### config.mk
export PLATFORM = sky130hd
export DESIGN_NAME = shift_arbiter
export DESIGN_NICKNAME = d
export VERILOG_FILES = /design/src/rtl/shift_arbiter.sv
export SDC_FILE = /design/constraint.sdc
export NUM_CORES = 1
export LEC_CHECK = 0
export ABC_CLOCK_PERIOD_IN_PS = 3500
export BUFFER_PORTS_ARGS = -buffer_cell sky130_fd_sc_hd__buf_2
export CAP_MARGIN = 40
export CORE_MARGIN = 2
export CORE_UTILIZATION = 50
export DETAILED_ROUTE_END_ITERATION = 12
export GPL_ROUTABILITY_DRIVEN = 0
export PLACE_DENSITY = 0.77
export SETUP_SLACK_MARGIN = 0.05
export SLEW_MARGIN = 10
export SYNTH_ARGS = -nofsm -noshare
export SYNTH_HDL_FRONTEND = slang
export SYNTH_SLANG_ARGS = --single-unit
### constraint.sdc
create_clock -name clk -period 3.5 [get_ports clk]
set_input_delay 0.35 -clock clk [delete_from_list [all_inputs] [get_ports clk]]
set_output_delay 0.35 -clock clk [all_outputs]
set_load 0.02 [all_outputs]
### src/rtl/shift_arbiter.sv
// Round-robin arbiter sharing one SLL/SRA/ROR shifter between two requesters.
// Each accepted operation lands in a single result register guarded by valid/ready.
module shift_arbiter #(
  parameter int WIDTH = 16
) (
  input  logic             clk,
  input  logic             rst,
  input  logic             req0_valid,
  output logic             req0_ready,
  input  logic [1:0]       req0_op,
  input  logic [WIDTH-1:0] req0_data,
  input  logic [3:0]       req0_amt,
  input  logic             req1_valid,
  output logic             req1_ready,
  input  logic [1:0]       req1_op,
  input  logic [WIDTH-1:0] req1_data,
  input  logic [3:0]       req1_amt,
  output logic             resp_valid,
  output logic             resp_id,
  output logic [WIDTH-1:0] resp_data,
  output logic             resp_err,
  input  logic             resp_ready,
  output logic             busy
);

  localparam logic [1:0] OP_SLL = 2'b00;
  localparam logic [1:0] OP_SRA = 2'b01;
  localparam logic [1:0] OP_ROR = 2'b10;
  localparam logic [1:0] OP_RSV = 2'b11;

  logic             r_valid;
  logic             r_id;
  logic [WIDTH-1:0] r_data;
  logic             r_err;
  logic             r_last_grant;

  logic             w_can_accept;
  logic             w_gnt0;
  logic             w_gnt1;
  logic             w_acc0;
  logic             w_acc1;
  logic             w_accept;
  logic [1:0]       w_op;
  logic [WIDTH-1:0] w_opnd;
  logic [3:0]       w_amt;
  logic [WIDTH-1:0] w_shift;

  // Grant never looks at operand content, only at valids and the last winner.
  assign w_can_accept = !r_valid | resp_ready;
  assign w_gnt0       = req0_valid & (!req1_valid | r_last_grant);
  assign w_gnt1       = req1_valid & (!req0_valid | !r_last_grant);

  assign req0_ready = !rst & w_can_accept & w_gnt0;
  assign req1_ready = !rst & w_can_accept & w_gnt1;

  assign w_acc0   = req0_valid & req0_ready;
  assign w_acc1   = req1_valid & req1_ready;
  assign w_accept = w_acc0 | w_acc1;

  assign w_op   = w_acc1 ? req1_op   : req0_op;
  assign w_opnd = w_acc1 ? req1_data : req0_data;
  assign w_amt  = w_acc1 ? req1_amt  : req0_amt;

  // Four log-shifter stages (1, 2, 4, 8); the reserved op falls through unchanged.
  always_comb begin
    w_shift = w_opnd;
    for (int s = 0; s < 4; s++) begin
      if (w_amt[s]) begin
        unique case (w_op)
          OP_SLL:  w_shift = w_shift << (1 << s);
          OP_SRA:  w_shift = WIDTH'($signed(w_shift) >>> (1 << s));
          OP_ROR:  w_shift = (w_shift >> (1 << s)) | (w_shift << (WIDTH - (1 << s)));
          default: w_shift = w_shift;
        endcase
      end
    end
  end

  always_ff @(posedge clk) begin
    if (rst) begin
      r_valid      <= 1'b0;
      r_id         <= 1'b0;
      r_data       <= '0;
      r_err        <= 1'b0;
      r_last_grant <= 1'b1;
    end else if (w_accept) begin
      r_valid      <= 1'b1;
      r_id         <= w_acc1;
      r_data       <= w_shift;
      r_err        <= (w_op == OP_RSV);
      r_last_grant <= w_acc1;
    end else if (resp_ready) begin
      r_valid <= 1'b0;
    end
  end

  assign resp_valid = r_valid;
  assign resp_id    = r_id;
  assign resp_data  = r_data;
  assign resp_err   = r_err;
  assign busy       = r_valid;

endmodule

== Word-level counts from Yosys, hierarchy flattened ==
Cells that the tools add are included.
Widths: inputs -> output; s select.

* Flip-flop bits (word level): 20
* Logic and storage cells: 43
* Output and inout bits: 22

* Eq/ne operators: 3
* Reduce and logical (&&, ||, !) cells: 7
* Mux-type cells: 13
* Bitwise gates (word level): 15

{| class="wikitable"
|+ Operators by type and width
! kind !! number
|-
| $pmux 16 s3 || 4
|-
| $mux 16 || 5
|-
| $or 12x16->16 || 1
|-
| $or 14x16->16 || 1
|-
| $or 15x16->16 || 1
|-
| $or 8x16->16 || 1
|-
| $and 1x1->1 || 7
|-
| $logic_not 1->1 || 5
|-
| $eq 2x2->1 const B || 2
|-
| $mux 4 || 1
|-
| $or 1x1->1 || 4
|-
| $eq 2x1->1 const B || 1
|-
| $logic_not 2->1 || 1
|-
| $mux 1 || 2
|-
| $mux 2 || 1
|-
| $reduce_bool 2->1 || 1
|}

== Depth between registers and ports, before layout ==
Gate-level depths: netlist of run 1.

* Word-level depth: 18
* Mapped depth: 12
* Depth with buffers taken out: 9

== Worst setup path after synthesis of run 1 ==
No wires, ideal clock.

* Path type: flip-flop to flip-flop
* From: register r_valid (netlist: busy)
* To: register r_data[13] (netlist: resp_data[13])
* Setup time: 0.088 ns
* Arrival: 2.250 ns
* Cell stages (with the launch flop): 9
* Setup slack: 1.162 ns
* Path through: dfxtp_1 -> nand2b_1 -> nand3_4 -> buf_6 -> mux2_4 -> or4_1 -> a31oi_1 -> nand2_1 -> a311oi_2

* Longest elaborated chain between the ends: 18
* Elaborated cells between the ends (all ways): 26
* Those cells by class: eq/ne: 2; mux: 11; bitwise: 11; reduce/logical: 2

{| class="wikitable"
|+ RTL lines
! element !! RTL line !! text
|-
| start: declaration || 31 || <nowiki>logic r_valid;</nowiki>
|-
| start signal: assignment || 81 || <nowiki>r_valid <= 1'b0;</nowiki>
|-
| start signal: assignment || 87 || <nowiki>r_valid <= 1'b1;</nowiki>
|-
| start signal: assignment || 93 || <nowiki>r_valid <= 1'b0;</nowiki>
|-
| $logic_not 1->1 * || 49 || <nowiki>assign w_can_accept = !r_valid | resp_ready;</nowiki>
|-
| $or 1x1->1 * || 49 ||
|-
| $and 1x1->1 * || 53, 54 ||
|-
| $and 1x1->1 || 54 || <nowiki>assign req1_ready = !rst & w_can_accept & w_gnt1;</nowiki>
|-
| $and 1x1->1 || 57 || <nowiki>assign w_acc1 = req1_valid & req1_ready;</nowiki>
|-
| $mux 2 / $mux 16 (equally long branches) || 60, 61 ||
|-
| $eq 2x2->1, or another cell as far along || 69 || <nowiki>unique case (w_op)</nowiki>
|-
| $pmux 16 s3 || 69 ||
|-
| [2 not listed] || n/a ||
|-
| $pmux 16 s3 || 69 ||
|-
| $mux 16 || 68 || <nowiki>if (w_amt[s]) begin</nowiki>
|-
| $or 12x16->16 || 72 || <nowiki>OP_ROR: w_shift = (w_shift >> (1 << s)) | (w_shift << (WIDTH - (1 << s)));</nowiki>
|-
| $pmux 16 s3 || 69 ||
|-
| $mux 16 || 68 ||
|-
| $or 8x16->16 || 72 ||
|-
| $pmux 16 s3 || 69 ||
|-
| $mux 16 || 68 ||
|-
| end signal: assignment || 89 || <nowiki>r_data <= w_shift;</nowiki>
|-
| end: declaration || 33 || <nowiki>logic [WIDTH-1:0] r_data;</nowiki>
|}

Every way passes the cells marked *; elsewhere a longest branch is shown, timed or not.
A chain may end at the register's enable or synchronous reset.

== Worst setup path in the final report of run 1 ==
Same ends and word-level chain as after synthesis.

==> results_dict.tcl, run 1 <==
set metrics [dict create \
    cts_setup_buffers 0 \
    dieWidth_um 90.2 \
    grt_usage_pct 30.7 \
    ys_types 78 \
    clock_latency_ns 0.26 \
    syn_avg_cell_area_um2 7.41 \
    fmax_ghz 0.348 \
    antenna_found_initial 0 \
    netlist_instances 502 \
    dr_total_vias 4512 \
    vias_per_cell 7.01 \
    tritoncts "done" \
    die-area_mm2 0.00814 \
    start_kind "flip-flop" \
    fin_worst_skew_ns 0.00394 \
    status "complete, no violations" \
    rsz0062_at_grt "no" \
    slowest_delay_ns 0.48 \
    routed_wl_um 12800 \
    syn_to_final_growth_pct 10.0 \
    dp_slack_ns 0.462 \
    yosys_most_used_dff "dfxtp_1" \
    grt_pass1_wl_um 21000 \
    fin_crit_sh_pct 82.0 \
    period_needed_ns 2.87 \
    p_per_area_mw_per_mm2 279 \
    required_ns 3.68 \
    clkTransAtPathRegs_ns 0.08 \
    power_leakage_nw 1.67 \
    synth_top_area_share_pct 11.0 \
    synth-edff-count 0 \
    io_buffer_count 70 \
    yosys-top-cells-area "mux2i_1 11%, dfxtp_1 11%, nor2_1 4.4%, nand2_1 4.1%, mux2_2 3.9%" \
    multi_input_area_mm2 0.00303 \
    wl_per_cell_um 19.8 \
    relSlewSlack_pct 52.5 \
    grt_pass1_vias 4117 \
    cp.depth 9 \
    ys_seq_area_share_pct 10.8 \
    cts_sinks 20 \
    cts-root-buf "clkbuf_8" \
    cts_max_path_buffers 2 \
    setup_viol 0 \
    critPathBufInv 2 \
    initial_utilization_pct 51.5 \
    crit_arrival_ns 3.05 \
    syn_nets 551 \
    register_area_um2 400 \
    yosysTopAreaCell "mux2i_1" \
    drive_gt1_share_pct 23.9 \
    hold_viol_final 0 \
    ant_nets 0 \
    grt_max_degree 39 \
    criticalPathCategory "reg2reg" \
    fin_nets 595 \
    drtPass1Iterations 6 \
    fp.dieH_um 90.2 \
    slew_viol_final 0 \
    synth_seq_cells 20 \
    first_iter_violations 727 \
    hold_path_depth 3 \
    htreeDepth 1 \
    fin_tns_setup_ns 0 \
    hold_buffers 0 \
    cp-end-kind "flip-flop" \
    synth_area_mm2 0.00372 \
    antennaDiodeCount 0 \
    ir_drop_uv 124 \
    core_mm2 0.00721 \
    cp_top_family "simple AND/OR/NAND/NOR gates" \
    drc 0 \
    postSynth.asyncResetShare_pct 0 \
    nFillCells 724 \
    worst-r2r-cell-count 9 \
    fin_ws_ns 0.630 \
    maxCapViolCount 0 \
    cp_max_fo 21 \
    post_cts_resized 0 \
    hold_path_class "in2reg" \
    slowest_stage "or4_1" \
    cts_buffers 3 \
    io-pin-count 71 \
    crit_chain "nand2b_1 -> nand3_4 -> inv_2 -> buf_4 -> o21ai_0 -> or4_1 -> a31oi_1 -> nand2_1 -> a311oi_2" \
    grt-ovfl-total 0 \
    hpwl_um 9660 \
    synth_warnings 0 \
    tightest_slew_ns 0.711 \
    rows 31 \
]
-- cell type report --
type | instances | area share [%]
multi-input cells | 431 | 74.1
flip-flops and latches | 20 | 9.79
inverters | 9 | 0.826
well taps | 99 | 3.03
clock buffers | 4 | 1.35
repair buffers | 81 | 10.9
-- state kept, by name, indices dropped and copies added, names as in the netlist --
signal	cells
resp_err	1
r_last_grant	1
busy	1
resp_data	16
resp_id	1
-- logic make-up after synthesis --
group / share of synthesized area (%)
XOR/XNOR: 0.471
flip-flops: 10.8
multiplexers: 18.0
buffers and inverters: 7.78
AND/OR/NAND/NOR: 23.7
AO/OA/AOI/OAI: 39.2
-- synth_stat cells, drive strengths merged (4+ instances only) --
master    n
nor2     44
mux2i    42
nand2    41
buf      32
a21oi    28
o21ai    28
o22ai    23
nand3    21
dfxtp    20
mux2     20
nand2b   15
a211oi   11
a31oi    11
o211ai   11
clkbuf   10
nand3b   10
a211o     9
inv       9
nor3      9
a22oi     8
a311oi    8
a221oi    6
a32oi     6
and2      6
o31ai     6
or3       6
a2111oi   5
nor2b     5
nor4      5
o221ai    4
-- stage by stage --
step	cell area, µm²	hold WS (ns)	std cells	power [mW]	utilization, %
floorplan	3720	0.496	502	0.756	-
global placement	4040	0.464	640	0.934	55.9
CTS	4090	0.441	644	1.12	56.7
finish	4090	0.467	644	1.14	56.7
detailed placement	4040	0.480	640	0.943	55.9
global route	4090	0.455	644	1.21	56.7
-- where the power goes --
| part | internal [mW] | switching [mW] | leakage (nW) | total, mW |
|---|---|---|---|---|
| Clock | 0.100 | 0.0789 | 0.0288 | 0.179 |
| Sequential | 0.253 | 0.0135 | 0.165 | 0.267 |
| Combinational | 0.257 | 0.439 | 1.47 | 0.697 |
-- cells in the final DEF, fill, tap and decap left out, drive strengths merged, types with 10 or more instances in the layout --
cell / n
buf: 81
o211ai: 11
a211oi: 11
dfxtp: 20
a31oi: 11
o22ai: 23
nand2b: 15
nand3: 21
nand3b: 10
nand2: 41
a21oi: 28
mux2: 20
mux2i: 42
o21ai: 28
nor2: 44
-- final timing paths --
kind | from | endpoint | slack (ns)
worst max register to register | busy$_SDFFE_PP0P_ | resp_data[13]$_SDFFE_PP0P_ | 0.63
worst min-delay path | rst | r_last_grant$_SDFFE_PP1P_ | 0.47
worst max-delay path | busy$_SDFFE_PP0P_ | resp_data[13]$_SDFFE_PP0P_ | 0.63
worst min register to register | resp_id$_SDFFE_PP0P_ | resp_id$_SDFFE_PP0P_ | 0.49
-- metal layers --
layer  up-vias  track usage, %  share of wire (%)
met1      2059            40.7                 39
met2       320            48.4                 44
met3        74            6.45                 12
met4         0            12.8                5.1
met5         -               0                  0
li1       2059               -                  -
-- worst min-delay path: cells and delay by family --
| family | cells | cell delay, ns |
|---|---|---|
| buffers and inverters | 2 | 0.24 |
| and+or+nand+nor | 1 | 0.10 |
Note: power is estimated with default switching activity, not from simulation.
==> run 2: changes to the inputs <==
--- a/config.mk
+++ b/config.mk
@@ -5,14 +5,15 @@
 export SDC_FILE = /design/constraint.sdc
 export NUM_CORES = 1
 export LEC_CHECK = 0
-export ABC_CLOCK_PERIOD_IN_PS = 3500
+export ABC_AREA = 1
+export ABC_CLOCK_PERIOD_IN_PS = 2730
 export BUFFER_PORTS_ARGS = -buffer_cell sky130_fd_sc_hd__buf_2
 export CAP_MARGIN = 40
 export CORE_MARGIN = 2
 export CORE_UTILIZATION = 50
 export DETAILED_ROUTE_END_ITERATION = 12
 export GPL_ROUTABILITY_DRIVEN = 0
-export PLACE_DENSITY = 0.77
+export PLACE_DENSITY = 0.8
 export SETUP_SLACK_MARGIN = 0.05
 export SLEW_MARGIN = 10
 export SYNTH_ARGS = -nofsm -noshare
==> constraint.sdc (replaced) <==
create_clock -name clk -period 2.73 [get_ports clk]
set_input_delay 0.273 -clock clk [delete_from_list [all_inputs] [get_ports clk]]
set_output_delay 0.273 -clock clk [all_outputs]
set_load 0.02 [all_outputs]
==> results_dict.tcl, run 2 <==
set metrics [dict create \
    status "complete, no violations" \
    cp-end-kind "flip-flop" \
    cts_max_path_buffers 2 \
    synth_top_family_by_area "simple AND/OR/NAND/NOR gates" \
    synth_top_area_share_pct 21.0 \
    antenna_found_initial 0 \
    dieWidth_um 78.5 \
    p_sw_uw 686 \
    drtPass1Iterations 6 \
    fin_crit_sh_pct 91.3 \
    hpwl_um 6350 \
    core_mm2 0.00544 \
    htreeDepth 1 \
    cp_top_family "simple AND/OR/NAND/NOR gates" \
    required_ns 2.92 \
    rows 27 \
    crit_arrival_ns 2.68 \
    grt_usage_pct 26.1 \
    syn_avg_cell_area_um2 5.82 \
    grt_pass1_vias 3061 \
    antennaDiodeCount 0 \
    setup_viol 0 \
    drc 0 \
    clkTransAtPathRegs_ns 0.07 \
    dr_total_vias 3498 \
    start_kind "flip-flop" \
    switching_share_pct 48.0 \
    synth-simple-area-share_pct 53.4 \
    fp.dieH_um 78.5 \
    yosys-top-cells-area "nand2_1 21%, dfxtp_1 14%, nand3_1 13%, inv_1 5.7%, nand3_2 4.7%" \
    muxShareOfSynthArea_pct 0 \
    ant_nets 0 \
    synth_warnings 0 \
    syn_to_final_growth_pct 17.9 \
    vias_per_cell 5.68 \
    power.share.clock_pct 15.9 \
    maxCapViolCount 0 \
    tightest_slew_ns 0.738 \
    crit_chain "nand2_1 -> nand2_4 -> inv_2 -> nand2_4 -> nand2_1 -> nand2_4 -> nand2_2 -> nand2_8 -> inv_2 -> o21ai_2 -> nand2_1 -> nand2_1 -> nand3_1 -> o21ai_1 -> nand2_1 -> nand2_1 -> nand2_1 -> a31oi_1" \
    cts_sinks 20 \
    first_iter_violations 422 \
    relSlewSlack_pct 50.6 \
    combPwrFrac_pct 60.3 \
    criticalPathCategory "reg2reg" \
    synth_common_cells "155 x nand2_1, 73 x nand3_1, 42 x inv_1" \
    fin_tns_setup_ns 0 \
    netlist_instances 476 \
    power_frac_seq_pct 23.8 \
    synth_compound_area_share_pct 18.7 \
    synth-edff-count 0 \
    layout_commonest_cell "nand2_1" \
    syn_nets 525 \
    postSynth.asyncResetShare_pct 0 \
    synth_seq_cells 20 \
    grt-ovfl-total 0 \
    hold_path_class "in2reg" \
    yosys_most_used_dff "dfxtp_1" \
    synthAdderAreaFrac_pct 0 \
    synth.most_common_cell "nand2_1" \
    io-pin-count 71 \
    final_cell_mix "155 x nand2_1, 73 x nand3_1, 70 x buf_2" \
    grt_pass1_wl_um 13400 \
    p_int_uw 743 \
    yosysTopAreaCell "nand2_1" \
    grt_max_degree 26 \
    slowest_delay_ns 0.35 \
    largest_reg_flops 16 \
    fin_nets 594 \
    initial_utilization_pct 51.0 \
    cp_max_fo 14 \
    final_area_mm2 0.00327 \
    critPathBufInv 2 \
    drive_gt1_share_pct 29.8 \
    p_per_area_mw_per_mm2 437 \
    wl_per_cell_um 13.4 \
    power_leakage_nw 1.75 \
    routed_wl_um 8240 \
    fin_worst_skew_ns 0.000548 \
    cts_buffers 3 \
    hold_viol_final 0 \
    fmax_ghz 0.401 \
    ir_drop_uv 264 \
    tritoncts "done" \
    io_buffer_count 70 \
    nFillCells 521 \
    synth_xor_area_share_pct 0 \
    clock_latency_ns 0.26 \
    die-area_mm2 0.00615 \
    cts-root-buf "clkbuf_8" \
    period_needed_ns 2.49 \
    ys_seq_area_share_pct 14.4 \
    slowest_stage "dfxtp_1" \
    rsz0062_at_grt "no" \
    slew_viol_final 0 \
    ys_types 35 \
    place_area_mm2 0.00309 \
    synth_area_mm2 0.00277 \
    cp_common_cell "nand2_1" \
]
run 2: worst paths after layout:
kind / cells past startpoint / endpoint / slack [ns] / startpoint
hold / removal: 2 / resp_data[10]$_SDFFE_PP0P_ / 0.25 / rst
hold reg to reg: 2 / resp_data[10]$_SDFFE_PP0P_ / 0.48 / resp_data[10]$_SDFFE_PP0P_
setup reg to reg: 18 / resp_data[8]$_SDFFE_PP0P_ / 0.24 / r_last_grant$_SDFFE_PP1P_
setup / recovery: 18 / resp_data[8]$_SDFFE_PP0P_ / 0.24 / r_last_grant$_SDFFE_PP1P_
run 2: stage by stage:
stage | std cells | total power, mW | utilization (%) | worst slack (ns) | hold slack (ns)
2_1_floorplan | 476 | 0.969 | - | 0.589 | 0.342
3_3_place_gp | 604 | 1.13 | 56.8 | 0.120 | 0.460
3_5_place_dp | 604 | 1.14 | 56.8 | 0.119 | 0.470
4_1_cts | 608 | 1.37 | 57.9 | 0.169 | 0.244
5_1_grt | 616 | 1.53 | 60.1 | 0.00253 | 0.252
6_report | 616 | 1.43 | 60.1 | 0.239 | 0.249
run 2: layout make-up:
type                    count  area, µm²  area share [%]
clock buffers               4       55.1            1.69
repair buffers             84        484            14.8
multi-input cells         382       2030            62.1
well taps                  72       90.1            2.76
inverters                  54        208            6.36
flip-flops and latches     20        400            12.3
run 2: kinds of logic after synthesis:
family | count (synthesis)
simple gates | 298
compound gates | 84
buf+inv | 74
flops | 20
run 2: metal layers:
metal	up-vias	wire (µm)	global-route usage [%]
met1	1557	3330	34.1
met5	-	0	0
met2	193	3870	43.1
met3	41	727	4.83
met4	0	306	9.30
li1	1707	-	-
run 2: power groups by stage:
stage / sequential (mW) / clock, mW / combinational [mW]
final: 0.340 / 0.227 / 0.861
after detailed placement: 0.347 / 0 / 0.797
after floorplan: 0.387 / 0 / 0.582
after CTS: 0.341 / 0.231 / 0.800
after global placement: 0.346 / 0 / 0.784
after global routing: 0.345 / 0.241 / 0.946
run 2: timing repair:
item	CTS	global route
hold buffers	0	0
gates resized for setup	0	8
setup buffers	0	8
endpoints found under the setup margin	0	15
run 2: worst reg2reg max path: stages (launching register included):
cell	delay, ns
dfxtp_1	0.35
nand2_1	0.09
nand2_4	0.11
inv_2	0.06
nand2_4	0.16
nand2_1	0.12
nand2_4	0.14
nand2_2	0.13
nand2_8	0.13
inv_2	0.08
o21ai_2	0.11
nand2_1	0.13
nand2_1	0.09
nand3_1	0.13
o21ai_1	0.24
nand2_1	0.08
nand2_1	0.07
nand2_1	0.06
a31oi_1	0.13
==> run 3: changes to the inputs <==
--- a/config.mk
+++ b/config.mk
@@ -13,6 +13,7 @@
 export CORE_UTILIZATION = 50
 export DETAILED_ROUTE_END_ITERATION = 12
 export GPL_ROUTABILITY_DRIVEN = 0
+export MAX_ROUTING_LAYER = met4
 export PLACE_DENSITY = 0.8
 export SETUP_SLACK_MARGIN = 0.05
 export SLEW_MARGIN = 10
==> results_dict.tcl, run 3 (synthesis results as in run 2) <==
set metrics [dict create \
    status "complete, no violations" \
    total_power_mw 1.43 \
    place_inst 604 \
    antenna_found_initial 0 \
    grt_pass1_vias 3065 \
    grt-ovfl-total 0 \
    io-pin-count 71 \
    required_ns 2.93 \
    place_area_mm2 0.00309 \
    slew_viol_final 0 \
    relSlewSlack_pct 51.9 \
    crit_arrival_ns 2.69 \
    drive_gt1_share_pct 29.8 \
    fin_worst_skew_ns 0.000895 \
    layout_commonest_cell "nand2_1" \
    tightest_slew_ns 0.719 \
    hold_viol_final 0 \
    htreeDepth 1 \
    io_buffer_count 70 \
    power_leakage_nw 1.75 \
    cts_sinks 20 \
    setup_viol 0 \
    p_per_area_mw_per_mm2 437 \
    fin_tns_setup_ns 0 \
    syn_to_final_growth_pct 17.9 \
    die-area_mm2 0.00615 \
    dr_total_vias 3490 \
    final_area_mm2 0.00327 \
    routed_wl_um 8260 \
    maxCapViolCount 0 \
    largest_reg_flops 16 \
    hold_buffers 0 \
    start_kind "flip-flop" \
    hpwl_um 6350 \
    grt_max_degree 26 \
    rows 27 \
    hold_path_class "in2reg" \
    nFillCells 521 \
    clock_latency_ns 0.26 \
    tritoncts "done" \
    period_needed_ns 2.50 \
    dieWidth_um 78.5 \
    grt_usage_pct 26.8 \
    drc 0 \
    cp-end-kind "flip-flop" \
    fmax_ghz 0.401 \
    cts-root-buf "clkbuf_8" \
    wl_per_cell_um 13.4 \
    ant_nets 0 \
    grt_pass1_wl_um 13400 \
    cts_max_path_buffers 2 \
    first_iter_violations 366 \
    vias_per_cell 5.67 \
    fin_crit_sh_pct 91.4 \
    fin_nets 594 \
    criticalPathCategory "reg2reg" \
    worst-r2r-cell-count 19 \
    antennaDiodeCount 0 \
    rsz0062_at_grt "no" \
    drtPass1Iterations 5 \
    core_mm2 0.00544 \
    cp_max_fo 14 \
    clkTransAtPathRegs_ns 0.07 \
    cts_buffers 3 \
    fin_cells 616 \
    final_cell_mix "155 x nand2_1, 73 x nand3_1, 70 x buf_2" \
    initial_utilization_pct 51.0 \
    fp.dieH_um 78.5 \
    ir_drop_uv 265 \
    hold_path_depth 2 \
]
[run 3: area by class of cell]
type,count,area [µm²],share of cell area [%]
multi-input cells,382,2030,62.1
repair buffers,84,484,14.8
flip-flops and latches,20,400,12.3
inverters,54,208,6.36
well taps,72,90.1,2.76
clock buffers,4,55.1,1.69
[run 3: per-layer routing]
metal | track usage, % | routed length (µm)
met1 | 34.0 | 3450
met2 | 43.2 | 3940
met3 | 4.83 | 592
met4 | 9.30 | 276
met5 | - | 0
[run 3: worst max-delay path, cell delays in order (launching register included)]
cell     delay (ns)
dfxtp_1        0.35
nand2_1        0.09
nand2_4        0.11
inv_2          0.06
nand2_4        0.16
nand2_1        0.12
nand2_4        0.14
nand2_2        0.18
buf_4          0.21
o22ai_1        0.18
nand2_1        0.11
nand2_1        0.11
nand2_1        0.06
nand3_1        0.08
nand2_1        0.07
nand2_1        0.09
nand3_1        0.09
nand2_1        0.06
inv_1          0.05
a21oi_1        0.12
[run 3: worst paths after layout]
| check | endpoint | slack (ns) | start |
|---|---|---|---|
| max | resp_data[13]$_SDFFE_PP0P_ | 0.23 | r_last_grant$_SDFFE_PP1P_ |
| min | resp_data[10]$_SDFFE_PP0P_ | 0.25 | rst |
| max reg2reg | resp_data[13]$_SDFFE_PP0P_ | 0.23 | r_last_grant$_SDFFE_PP1P_ |
| min reg2reg | resp_data[10]$_SDFFE_PP0P_ | 0.48 | resp_data[10]$_SDFFE_PP0P_ |
[run 3: stage by stage]
step	hold WS (ns)	utilization [%]	setup WS, ns
after floorplan	0.342	-	0.589
after global routing	0.252	60.1	0.00201
final	0.246	60.1	0.235
after CTS	0.244	57.9	0.169
after global placement	0.460	56.8	0.120
after detailed placement	0.470	56.8	0.119
[run 3: power by group]
part           leakage (nW)  switching (mW)  internal, mW
sequential            0.165          0.0153         0.325
clock                0.0288          0.0991         0.128
combinational          1.55           0.571         0.289
[run 3: timing repair]
item                       CTS  global route
hold endpoints to repair     0             0
resized for setup            0             8
setup endpoints to repair    0            15
setup buffers                0             8
